$ cat src/rtl/dmi_jtag_host_if.sv
// Request/response handshake between a debug requester and dmi_jtag_host.
interface dmi_jtag_host_if;
  logic        req_valid;
  logic        req_ready;
  logic [6:0]  req_addr;
  logic [31:0] req_data;
  logic [1:0]  req_op;
  logic        resp_valid;
  logic        resp_ready;
  logic [31:0] resp_data;
  logic [1:0]  resp_status;

  modport master (
    output req_valid, req_addr, req_data, req_op, resp_ready,
    input  req_ready, resp_valid, resp_data, resp_status
  );

  modport slave (
    input  req_valid, req_addr, req_data, req_op, resp_ready,
    output req_ready, resp_valid, resp_data, resp_status
  );
endinterface

$ cat src/rtl/dmi_jtag_host.sv
// JTAG host for a debug transport module: scans one DMI request through DMIACCESS,
// fetches its result with a NOP scan and retries through dtmcs.dmireset while busy.
module dmi_jtag_host #(
  parameter int unsigned         IrLength    = 5,
  parameter int unsigned         ClkDiv      = 2,
  parameter int unsigned         IdleCycles  = 4,
  parameter int unsigned         MaxRetries  = 3,
  parameter logic [IrLength-1:0] IrDtmcs     = IrLength'(5'h10),
  parameter logic [IrLength-1:0] IrDmiAccess = IrLength'(5'h11)
) (
  input  logic           clk_i,
  input  logic           trst_ni,
  dmi_jtag_host_if.slave dmi,
  output logic           tck_o,
  output logic           tms_o,
  output logic           tdi_o,
  input  logic           tdo_i,
  output logic           trst_no
);
  localparam int unsigned       DivW    = (ClkDiv > 1) ? $clog2(ClkDiv) : 1;
  localparam int unsigned       RetW    = (MaxRetries > 0) ? $clog2(MaxRetries + 1) : 1;
  localparam int unsigned       DmiW    = 41;
  localparam logic [DivW-1:0]   DivLast = DivW'(ClkDiv - 1);
  localparam logic [6:0]        IrLast  = 7'(4 + IrLength - 1);

  typedef enum logic [3:0] {
    TapReset, Idle, IrScan, DrReq, RunIdle, DrFetch, RstIr, RstDr, Respond
  } state_e;

  state_e                state_q, state_d;
  logic [6:0]            cnt_q, scan_len, dr_last;
  logic [DivW-1:0]       div_q;
  logic                  tck_run, tck_edge, tck_rise, tck_fall, last_step;
  logic                  ir_is_dmi_q, busy_retry;
  logic [RetW-1:0]       retries_q;
  logic [6:0]            addr_q;
  logic [31:0]           data_q;
  logic [1:0]            op_q;
  logic [DmiW-1:0]       cap_q, dr_val, dr_sh;
  logic [IrLength-1:0]   ir_sh;

  always_comb begin
    case (state_q)
      TapReset:       scan_len = 7'd6;
      IrScan, RstIr:  scan_len = 7'(IrLength + 6);
      DrReq, DrFetch: scan_len = 7'd46;
      RunIdle:        scan_len = 7'(IdleCycles);
      RstDr:          scan_len = 7'd37;
      default:        scan_len = 7'd1;
    endcase
  end

  assign tck_run    = (state_q != Idle) && (state_q != Respond);
  assign tck_edge   = tck_run && (div_q == DivLast);
  assign tck_rise   = tck_edge && !tck_o;
  assign tck_fall   = tck_edge && tck_o;
  assign last_step  = tck_fall && (cnt_q == scan_len - 7'd1);
  assign busy_retry = (cap_q[1:0] == 2'd3) && (retries_q < RetW'(MaxRetries));

  // TCK divider: every step of the scan sequence advances on a falling TCK edge
  always_ff @(posedge clk_i or negedge trst_ni) begin
    if (!trst_ni) begin
      div_q   <= '0;
      tck_o   <= 1'b0;
      trst_no <= 1'b0;
    end else begin
      trst_no <= 1'b1;
      if (!tck_run) begin
        div_q <= '0;
        tck_o <= 1'b0;
      end else if (tck_edge) begin
        div_q <= '0;
        tck_o <= ~tck_o;
      end else begin
        div_q <= div_q + 1'b1;
      end
    end
  end

  always_ff @(posedge clk_i or negedge trst_ni) begin
    if (!trst_ni) begin
      state_q <= TapReset;
      cnt_q   <= '0;
    end else begin
      state_q <= state_d;
      if (tck_fall) cnt_q <= last_step ? 7'd0 : cnt_q + 7'd1;
    end
  end

  always_comb begin
    state_d = state_q;
    case (state_q)
      TapReset: if (last_step) state_d = Idle;
      Idle:     if (dmi.req_valid) state_d = ir_is_dmi_q ? DrReq : IrScan;
      IrScan:   if (last_step) state_d = DrReq;
      DrReq:    if (last_step) state_d = RunIdle;
      RunIdle:  if (last_step) state_d = DrFetch;
      DrFetch:  if (last_step) state_d = busy_retry ? RstIr : Respond;
      RstIr:    if (last_step) state_d = RstDr;
      RstDr:    if (last_step) state_d = IrScan;
      Respond:  if (dmi.resp_ready) state_d = Idle;
      default:  state_d = TapReset;
    endcase
  end

  // Pin values are a pure function of (state, step), so they only move on falling TCK
  always_comb begin
    tms_o          = 1'b0;
    tdi_o          = 1'b0;
    dmi.req_ready  = 1'b0;
    dmi.resp_valid = 1'b0;
    ir_sh          = '0;
    dr_val         = '0;
    dr_sh          = '0;
    dr_last        = 7'd43;
    case (state_q)
      TapReset: tms_o = (cnt_q < 7'd5);
      Idle:     dmi.req_ready = 1'b1;
      IrScan, RstIr: begin
        ir_sh = ((state_q == RstIr) ? IrDtmcs : IrDmiAccess) >> (cnt_q - 7'd4);
        if (cnt_q < 7'd2) tms_o = 1'b1;
        else if (cnt_q < 7'd4) tms_o = 1'b0;
        else if (cnt_q <= IrLast) begin
          tdi_o = ir_sh[0];
          tms_o = (cnt_q == IrLast);
        end else tms_o = (cnt_q == IrLast + 7'd1);
      end
      DrReq, DrFetch, RstDr: begin
        case (state_q)
          DrReq:   dr_val = {addr_q, data_q, op_q};
          DrFetch: dr_val = {addr_q, data_q, 2'b00};
          default: dr_val = 41'h1_0000;
        endcase
        if (state_q == RstDr) dr_last = 7'd34;
        dr_sh = dr_val >> (cnt_q - 7'd3);
        if (cnt_q == 7'd0) tms_o = 1'b1;
        else if (cnt_q < 7'd3) tms_o = 1'b0;
        else if (cnt_q <= dr_last) begin
          tdi_o = dr_sh[0];
          tms_o = (cnt_q == dr_last);
        end else tms_o = (cnt_q == dr_last + 7'd1);
      end
      Respond:  dmi.resp_valid = 1'b1;
      default:  tms_o = 1'b0;
    endcase
  end

  always_ff @(posedge clk_i or negedge trst_ni) begin
    if (!trst_ni) begin
      ir_is_dmi_q     <= 1'b0;
      retries_q       <= '0;
      dmi.resp_data   <= '0;
      dmi.resp_status <= '0;
    end else begin
      if (state_q == TapReset || state_q == RstIr) ir_is_dmi_q <= 1'b0;
      else if (state_q == IrScan && last_step)     ir_is_dmi_q <= 1'b1;
      if (state_q == Idle && dmi.req_valid) retries_q <= '0;
      else if (state_q == DrFetch && last_step && busy_retry) retries_q <= retries_q + 1'b1;
      // A reserved op code (1) is reported as a failure
      if (state_q == DrFetch && last_step && !busy_retry) begin
        dmi.resp_data   <= cap_q[33:2];
        dmi.resp_status <= (cap_q[1:0] == 2'd0) ? 2'd0 :
                           (cap_q[1:0] == 2'd3) ? 2'd3 : 2'd2;
      end
    end
  end

  always_ff @(posedge clk_i) begin
    if (state_q == Idle && dmi.req_valid) begin
      addr_q <= dmi.req_addr;
      data_q <= dmi.req_data;
      op_q   <= dmi.req_op;
    end
    if (tck_rise && (state_q == DrReq || state_q == DrFetch) &&
        cnt_q >= 7'd3 && cnt_q <= 7'd43)
      cap_q <= {tdo_i, cap_q[DmiW-1:1]};
  end
endmodule

$ cat src/flat_wrapper.sv
// flat-port wrapper written by rule: the top's interface ports become plain ports
module dmi_jtag_host_flat 
#(
  parameter int unsigned         IrLength    = 5,
  parameter int unsigned         ClkDiv      = 2,
  parameter int unsigned         IdleCycles  = 4,
  parameter int unsigned         MaxRetries  = 3,
  parameter logic [IrLength-1:0] IrDtmcs     = IrLength'(5'h10),
  parameter logic [IrLength-1:0] IrDmiAccess = IrLength'(5'h11)
)
  (clk_i, trst_ni, tck_o, tms_o, tdi_o, tdo_i, trst_no, dmi_req_valid, dmi_req_addr, dmi_req_data, dmi_req_op, dmi_resp_ready, dmi_req_ready, dmi_resp_valid, dmi_resp_data, dmi_resp_status);
  dmi_jtag_host_if dmi_i ();
  input  logic clk_i;
  input  logic trst_ni;
  output logic tck_o;
  output logic tms_o;
  output logic tdi_o;
  input  logic tdo_i;
  output logic trst_no;
  input wire logic [$bits(dmi_i.req_valid)-1:0] dmi_req_valid;
  input wire logic [$bits(dmi_i.req_addr)-1:0] dmi_req_addr;
  input wire logic [$bits(dmi_i.req_data)-1:0] dmi_req_data;
  input wire logic [$bits(dmi_i.req_op)-1:0] dmi_req_op;
  input wire logic [$bits(dmi_i.resp_ready)-1:0] dmi_resp_ready;
  output wire logic [$bits(dmi_i.req_ready)-1:0] dmi_req_ready;
  output wire logic [$bits(dmi_i.resp_valid)-1:0] dmi_resp_valid;
  output wire logic [$bits(dmi_i.resp_data)-1:0] dmi_resp_data;
  output wire logic [$bits(dmi_i.resp_status)-1:0] dmi_resp_status;
  assign dmi_i.req_valid = dmi_req_valid;
  assign dmi_i.req_addr = dmi_req_addr;
  assign dmi_i.req_data = dmi_req_data;
  assign dmi_i.req_op = dmi_req_op;
  assign dmi_i.resp_ready = dmi_resp_ready;
  assign dmi_req_ready = dmi_i.req_ready;
  assign dmi_resp_valid = dmi_i.resp_valid;
  assign dmi_resp_data = dmi_i.resp_data;
  assign dmi_resp_status = dmi_i.resp_status;
  dmi_jtag_host #(.IrLength(IrLength), .ClkDiv(ClkDiv), .IdleCycles(IdleCycles), .MaxRetries(MaxRetries), .IrDtmcs(IrDtmcs), .IrDmiAccess(IrDmiAccess)) u_core (.clk_i(clk_i), .trst_ni(trst_ni), .dmi(dmi_i), .tck_o(tck_o), .tms_o(tms_o), .tdi_o(tdi_o), .tdo_i(tdo_i), .trst_no(trst_no));
endmodule
$ cat config.mk
export PLATFORM = sky130hd
export DESIGN_NAME = dmi_jtag_host_flat
export DESIGN_NICKNAME = d
export VERILOG_FILES = /design/src/rtl/dmi_jtag_host_if.sv /design/src/rtl/dmi_jtag_host.sv /design/src/flat_wrapper.sv
export SDC_FILE = /design/constraint.sdc
export NUM_CORES = 1
export LEC_CHECK = 0
export BUFFER_PORTS_ARGS = -buffer_cell sky130_fd_sc_hd__buf_2
export CAP_MARGIN = 20
export CORE_MARGIN = 8
export CORE_UTILIZATION = 51
export CTS_CLUSTER_SIZE = 10
export DETAILED_ROUTE_END_ITERATION = 8
export PLACE_DENSITY_LB_ADDON = 0.1
export SYNTH_ARGS = -nofsm -noshare
export SYNTH_HDL_FRONTEND = slang
export SYNTH_SLANG_ARGS = --single-unit
$ cat constraint.sdc
create_clock -name clk_i -period 4.9 [get_ports clk_i]
set_clock_uncertainty 0.05 [all_clocks]
set_input_delay 0.49 -clock clk_i [delete_from_list [all_inputs] [get_ports clk_i]]
set_output_delay 0.49 -clock clk_i [all_outputs]
set_load 0.01 [all_outputs]
* Yosys cells after proc, flatten, opt, wreduce, memory -nomap -nowiden
Cells that the tools add are included.
** Word-level totals
- Logic and storage cells :: 130
- Register bits :: 133
- Bits of input ports :: 46
** Cells by class
- $add $sub $neg :: 7
- Multiplexer cells :: 45
- Bitwise operators :: 1
- Equality and inequality tests :: 26
- Shifts and indexed selects :: 2
- Magnitude comparators :: 9
- Reductions and logical operators :: 27
** Operators with widths (number)
- 41-bit case mux with 2 select lines :: 1
- 4-bit 2-to-1 mux :: 11
- 41-bit 2-to-1 mux :: 1
- 41-bit by 7-bit >> shifter with 1-bit output :: 1
- 4-bit case mux with 9 select lines :: 1
- 6-bit case mux with 5 select lines :: 1
- 1-bit 2-to-1 mux :: 23
- 7-bit equality test :: 3
- 4-bit by 3-bit equality test with 1-bit output, second input constant :: 4
- 7-bit by 1-bit adder with 7-bit output, second input constant :: 2
- 7-bit by 4-bit equality test with 1-bit output, second input constant :: 2
- 1-bit logical AND :: 14
- 7-bit by 2-bit less-than comparator with 1-bit output, second input constant :: 2
- 7-bit by 3-bit less-than comparator with 1-bit output, second input constant :: 2
- 7-bit 2-to-1 mux :: 2
- 2-bit by 1-bit != test with 1-bit output, second input constant :: 7
- 9-bit AND reduction :: 1
- 4-bit by 2-bit equality test with 1-bit output, second input constant :: 2
- 7-bit by 2-bit >= comparator with 1-bit output, second input constant :: 1
- 7-bit by 4-bit less-or-equal comparator with 1-bit output, second input constant :: 1
- 7-bit by 6-bit less-or-equal comparator with 1-bit output, second input constant :: 1
- 7-bit less-or-equal comparator :: 1
- 7-bit zero test :: 1
- 5-bit by 7-bit >> shifter with 1-bit output :: 1
- 23 further kinds :: 31

* Logic depth before layout (Yosys ltp)
Gate-level depths: netlist of run 1.
- Word-level depth :: 10
- Depth in mapped cells :: 11
- Mapped depth without buffers :: 10

* Worst setup path after synthesis of run 1
OpenSTA, ideal clock, no wires.
- Kind :: flip-flop to flip-flop
- Start :: reg u_core.cnt_q[2]
- End :: reg u_core.cap_q[0], enable pin
- Path slack :: 0.065 ns
- Arrival time :: 4.287 ns
- Clock period less this slack :: 4.835 ns
- Stages on the path, launching flop included :: 8
- Setup time :: 0.499 ns
- Data required time :: 4.351 ns
- Path through :: dfrtp_1 -> clkbuf_1 -> clkbuf_1 -> inv_1 -> ha_1 -> a211oi_1 -> o21ai_0 -> nor3b_1
** Between the ends
- Cells in the longest elaborated chain, start to end :: 3
- Elaborated cells on any way between the ends :: 4
- Those cells by class :: order compare: 2; reduce/logical: 2
** RTL lines
- from (decl) :: RTL line dmi_jtag_host.sv:31 : logic [6:0] cnt_q, scan_len, dr_last;
- from (signal assigned) :: RTL line dmi_jtag_host.sv:86 : if (tck_fall) cnt_q <= last_step ? 7'd0 : cnt_q + 7'd1;
- 7-bit by 2-bit >= comparator with 1-bit output :: RTL line dmi_jtag_host.sv:175 : cnt_q >= 7'd3 && cnt_q <= 7'd43)
- 1-bit logical AND :: RTL line dmi_jtag_host.sv:174 : if (tck_rise && (state_q == DrReq || state_q == DrFetch) &&
- 1-bit logical AND * :: RTL line dmi_jtag_host.sv:175
- to (signal assigned) :: RTL line dmi_jtag_host.sv:176 : cap_q <= {tdo_i, cap_q[DmiW-1:1]};
- to (decl) :: RTL line dmi_jtag_host.sv:39 : logic [DmiW-1:0] cap_q, dr_val, dr_sh;
Mark *: on every way between the ends. The rest lies on a longest branch, timed or not.
A chain may end at the register's enable or synchronous reset.

* Worst setup path in the final report of run 1
- Start :: reg u_core.cnt_q[0]
- End :: out tdi_o
** Between the ends
- Cells in the longest elaborated chain, start to end :: 6
- Elaborated cells on any way between the ends :: 17
- Those cells by class :: add/sub: 2; order compare: 5; shift: 2; mux: 7; reduce/logical: 1
** RTL lines
- 7-bit by 2-bit subtractor with 7-bit output / 7-bit by 3-bit subtractor with 7-bit output (equally long branches) :: RTL line dmi_jtag_host.sv:135, dmi_jtag_host.sv:120
- 41-bit by 7-bit >> shifter with 1-bit output / 5-bit by 7-bit >> shifter with 1-bit output (equally long branches) :: RTL line dmi_jtag_host.sv:135, dmi_jtag_host.sv:120
- 1-bit 2-to-1 mux (on tied branches) :: RTL line dmi_jtag_host.sv:138, dmi_jtag_host.sv:123
- 1-bit 2-to-1 mux (on tied branches) :: RTL line dmi_jtag_host.sv:137, dmi_jtag_host.sv:122
- 1-bit 2-to-1 mux (on tied branches) :: RTL line dmi_jtag_host.sv:136, dmi_jtag_host.sv:121
- 1-bit case mux with 2 select lines * :: RTL line dmi_jtag_host.sv:116 : case (state_q)
- to (decl) :: RTL line flat_wrapper.sv:17 : output logic tdi_o;
Marked as above.

==> out/results.tsv, run 1 <==
metric	value	unit
status	finished, final reports clean	
final_nets	547	
cts_tree	built	
setup_violations	0	
cts.reportedPaths.clkPinSlew	0.05	ns
yosysMostFrequentCell	edfxtp_1	
grt_pass1_wl	19200	um
synthTopCellsByCount	edfxtp_1, dfrtp_1, mux2_2, nor2_1	
grt.total_usage	16.4	%
cp.required	4.36	ns
vias	3519	
powerDensity	532	nW/um^2
period_needed	4.16	ns
drt-pass1-iter-count	4	
placed_cells	614	
fin_setup_tns	0	ns
antenna_found_initial	0	
detail_route.iter0.violations	264	
synth_area	5770	sq um
p_leak	2.89	nW
viasPerCell	5.45	
synthArstFlopShare	38.3	%
synthCells	404	
stdcell_count	646	
grt_overflow	0	
max_cap_viol_count	0	
ys_seq_area_share	64.8	%
postSynthAreaPerCell	14.3	sq um
io-pin-count	86	
ir_drop	0.346	mV
antenna_cells	0	
routabilityCongestion	0.842	
clk_latency	0.41	ns
yosys_register_bits	133	
synth_top_area_share	42.7	%
critPathMaxFanout	22	
synth_cell_types	61	
drive_gt1_share	33.0	%
synthTopCellsByArea	edfxtp_1, dfrtp_1, mux2_2, mux4_2, ha_1	
dp_hpwl	7840	um
startpoint_type	register	
tightest_slew	0.961	ns
cts_root_buffer	clkbuf_16	
wirelength	11500	um
synth_edf_count	82	
die_x	122	um
ys_warn_count	0	
hold_violations	0	
hold_buffers	0	
power	3.68	mW
endpoint_kind	output pin	
htreeDepth	4	
rows	39	
start_util	51.4	%
syn_nets	461	
wl_per_cell	17.9	um
synth_area_leader_cell	edfxtp_1	
clk_path_buf_depth	2	
drc	0	
syn_to_final_growth	19.9	%
rsz0062_at_grt	false	
crit_type	reg2out	
max-slew-margin-rel	36.0	%
period_share	85.0	%
grt_pass1_vias	3762	
clock_sinks	133	
io_buffers	85	
post-cts-setup-buffers	0	
synthFlopType	edfxtp_1	
cts_resized	0	
fmax	240	MHz
hold_path_class	in2async	
grt_max_degree	52	
ant_nets	0	
die_h	122	um
drv_slew	0	
whs	0.153	ns
dieArea	15000	sq um
arrival	3.62	ns
cts_buffers	17	
core_region_area	11200	sq um
stage by stage:
stage          util [%]  setup WS (ns)  area [sq um]
2_1_floorplan         -         0.0646          5770
3_3_place_gp       56.1           1.31          6290
3_5_place_dp       56.1           1.17          6290
4_1_cts            61.7          0.715          6920
5_1_grt            61.7          0.425          6920
6_report           61.7          0.737          6920
worst paths after layout:
kind	start	endpoint	slack, ns	cells past startpoint
max	u_core.cnt_q[0]	tdi_o	0.74	8
min	trst_ni	u_core.dmi.resp_data[7]	0.15	2
max reg2reg	u_core.cnt_q[0]	u_core.dmi.resp_data[9]	1.42	7
min reg2reg	u_core.cap_q[36]	u_core.cap_q[35]	0.37	0
max in group asynchronous	trst_ni	u_core.dmi.resp_data[21]	4.19	2
min in group clk_i	dmi_req_data[21]	u_core.data_q[21]	0.20	1
flip-flops by register name (all words and copies together), names as in the netlist:
signal                  count
u_core.state_q              4
u_core.op_q                 2
u_core.div_q                1
u_core.dmi.resp_data       32
u_core.trst_no              1
u_core.data_q              32
u_core.tck_o                1
u_core.cnt_q                7
u_core.cap_q               41
u_core.retries_q            2
u_core.addr_q               7
u_core.dmi.resp_status      2
u_core.ir_is_dmi_q          1
placed cells by master, fill, tap and decap left out, types with 9 or more instances in the layout:
| cell | Yosys | final |
|---|---|---|
| a21oi_1 | 18 | 18 |
| buf_2 | 1 | 85 |
| clkbuf_16 | 0 | 17 |
| dfrtp_1 | 51 | 51 |
| edfxtp_1 | 82 | 82 |
| ha_1 | 11 | 11 |
| inv_1 | 12 | 12 |
| mux2_2 | 27 | 27 |
| mux4_2 | 9 | 9 |
| nand2_1 | 18 | 18 |
| nand3_1 | 12 | 12 |
| nor2_1 | 26 | 26 |
| nor3_1 | 10 | 10 |
| o21ai_0 | 16 | 16 |
| xnor2_1 | 12 | 12 |
worst max-delay path, cell delays in order, from the launching register on:
cell and delay, ns:
dfrtp_1 0.97, inv_2 0.26, ha_1 0.74, mux4_2 0.39, mux2i_1 0.15, o311ai_0 0.14, a211oi_1 0.30, a21oi_1 0.13
buf_2 0.15
logic make-up after synthesis:
kind of cell / after synthesis / synth area share (%)
DFF: 133 / 64.8
and+or+nand+nor: 96 / 8.80
AOI/OAI and AO/OA: 63 / 7.48
muxes: 49 / 11.2
buffers and inverters: 34 / 2.75
xor gates and xnor gates: 17 / 2.58
adders and majority gates: 11 / 2.38
other: 1 / 0.0650
layout make-up:
class | instances | area [sq um]
Clock buffer | 18 | 429
Clock inverter | 14 | 198
Timing Repair Buffer | 88 | 448
Fill cell | 883 | 4300
Multi-Input combinational cell | 237 | 1880
Sequential cell | 133 | 3740
Inverter | 13 | 48.8
Tap cell | 143 | 179
layer usage:
metal / vias up / wire (um) / GRT usage [%]
li1: 1681 / - / -
met4: 0 / 155 / 7.08
met5: - / 0 / 0
met2: 93 / 5210 / 23.8
met1: 1733 / 5500 / 21.9
met3: 12 / 684 / 5.84
power by group:
group          leakage (nW)  switching, mW  total, mW  internal, mW
Clock                 0.292          0.475       1.33         0.857
Sequential             1.43          0.154       1.42          1.27
Combinational          1.17          0.514      0.927         0.414
Note: power is estimated with default switching activity, not from simulation.
==> run 2, diff against run 1 <==
- CORE_UTILIZATION: 51 -> 55
- clock period: 4.9 -> 4 ns (I/O delays scaled with it)
==> run 2 against run 1 <==
Setup slack got worse by 0.44 ns; hold slack lost 0.12 ns; non-clock buffer count increased by 44; critical path type unchanged; largest cell class unchanged.
==> out/results.tsv, run 2 (synthesis results as in run 1) <==
metric	value	unit	change
status	finished, final reports clean		
hold_violations	0		unchanged
crit_chain	inv_1 -> ha_1 -> mux4_2 -> mux2i_1 -> o311ai_0 -> a211oi_1 -> a21oi_1 -> buf_2		
clk_path_buf_depth	2		unchanged
wl_per_cell	19.8	um	+11%
multi_input_area	1890	sq um	+0.67%
fmax	270	MHz	
dp_hpwl	8120	um	+3.6%
detail_route.iter0.violations	342		+30%
drv_slew	0		unchanged
met3_length	882	um	+29%
wl_met2	6830	um	+31%
powerDensity	618	nW/um^2	+16%
nFillCells	677		-23%
routabilityCongestion	0.914		+8.7%
grt_pass1_vias	4059		+7.9%
clk_latency	0.51	ns	+0.10 ns
grt_max_degree	44		-15%
top_regs	u_core.cap_q x41, u_core.data_q x32, u_core.dmi.resp_data x32		
grt_pass1_wl	21900	um	+14%
final_cell_mix	buf_2, edfxtp_1, dfrtp_1		
largest_reg_flops	41		unchanged
max-slew-margin-rel	38.1	%	+2.1 points
startpoint_type	register		
grt.total_usage	19.7	%	+3.3 points
cts.reportedPaths.clkPinSlew	0.06	ns	about the same
antenna_found_initial	1		+1
grt_overflow	0		unchanged
fin_setup_tns	0	ns	unchanged
period_needed	3.70	ns	
setup_violations	0		unchanged
start_util	56.2	%	+4.7 points
post-cts-setup-buffers	0		unchanged
dr.max_layer_used	met4		
tightest_slew	0.929	ns	-0.0319 ns
power	4.53	mW	+23%
max_cap_viol_count	0		unchanged
cts_tree	built		
wirelength	13600	um	+18%
cp_slowest_cell	ha_1		
cts_root_buffer	clkbuf_8		
die_h	118	um	-3.2%
met1Wirelength	5760	um	+4.8%
max_stage_delay	0.70	ns	-0.27 ns
core_region_area	10300	sq um	-8.4%
htreeDepth	4		unchanged
endpoint_kind	output pin		
ir_drop	0.338	mV	-2.4%
regMostFlops	u_core.cap_q		
dieArea	14000	sq um	-6.3%
period_share	92.6	%	
p_leak	3.06	nW	+5.9%
crit_type	reg2out		
critPathMaxFanout	14		-36%
cts_buffers	17		unchanged
syn_to_final_growth	27.0	%	
final_common_cell	buf_2		
io_buffers	85		unchanged
clock_sinks	133		unchanged
drive_gt1_share	31.8	%	-1.2 points
rsz0062_at_grt	false		
die_x	118	um	-3.2%
arrival	3.25	ns	-0.37 ns
io-pin-count	86		unchanged
viasPerCell	5.61		+3.0%
seqCellArea	3740	sq um	+0.10%
cp.required	3.55	ns	-0.81 ns
final_nets	591		+8.0%
drc	0		unchanged
hold_path_class	in2reg		
rows	37		-5.1%
vias	3836		+9.0%
ant_nets	0		unchanged
drt-pass1-iter-count	4		unchanged
-- run 2: cell count changes in the layout (fill, tap and decap cells not counted), sizes merged --
cell	previous run	this run
bufinv	4	3
clkinv	1	3
inv	18	17
diode	0	1
buf	88	92
dlygate4sd3	0	40
-- run 2: per-layer routing --
metal	up-vias	track usage, %
met3	10	6.95
li1	1775	-
met1	1928	24.9
met2	123	31.4
met5	-	0
met4	0	6.48
-- run 2: worst max-delay path: cells and delay by family, from the launching register on --
| family | cells | cell delay [ns] |
|---|---|---|
| AOI/OAI and AO/OA | 3 | 0.67 |
| DFF | 1 | 0.57 |
| buffers and inverters | 2 | 0.39 |
| adders and majority gates | 1 | 0.70 |
| muxes | 2 | 0.40 |
-- run 2: final timing paths --
check	startpoint	to	slack, ns	cells past startpoint
max	u_core.cnt_q[1]	tdi_o	0.30	8
min reg2reg	u_core.cap_q[35]	u_core.cap_q[34]	0.37	0
max in group asynchronous	trst_ni	u_core.state_q[0]	2.66	3
min in group asynchronous	trst_ni	u_core.dmi.resp_data[9]	0.45	2
min	dmi_req_data[11]	u_core.data_q[11]	0.03	1
max reg2reg	u_core.state_q[2]	u_core.dmi.resp_data[31]	0.59	10
-- run 2: layout make-up --
cell class	count	share of cell area, %
Multi-Input combinational cell	237	25.8
Timing Repair Buffer	132	12.0
Antenna cell	1	0.0341
Clock buffer	18	5.70
Sequential cell	133	51.1
Tap cell	136	2.32
Inverter	13	0.666
Clock inverter	14	2.39
-- run 2: what timing repair did --
| action | in CTS | in global routing |
|---|---|---|
| hold buffers | 38 | 2 |
| endpoints found under the hold margin | 69 | 2 |
| resized for setup | 0 | 4 |
| setup endpoints to repair | 0 | 1 |
-- run 2: power breakdown --
part / internal, mW / switching (mW) / leakage [nW]
logic: 0.557 / 0.729 / 1.36
clock network: 0.956 / 0.603 / 0.278
registers: 1.56 / 0.127 / 1.43
-- run 2: per-stage QoR --
step | hold slack [ns] | util (%) | instance area (sq um) | std cells | setup WS, ns
after floorplan | 0.0544 | - | 5780 | 404 | 0.625
after global placement | 0.354 | 61.5 | 6320 | 611 | 0.607
after detailed placement | 0.355 | 61.5 | 6320 | 611 | 0.619
after CTS | 0.000115 | 71.0 | 7300 | 681 | 0.137
after global routing | -0.00115 | 71.3 | 7330 | 684 | 0.103
final | 0.0312 | 71.3 | 7330 | 684 | 0.296
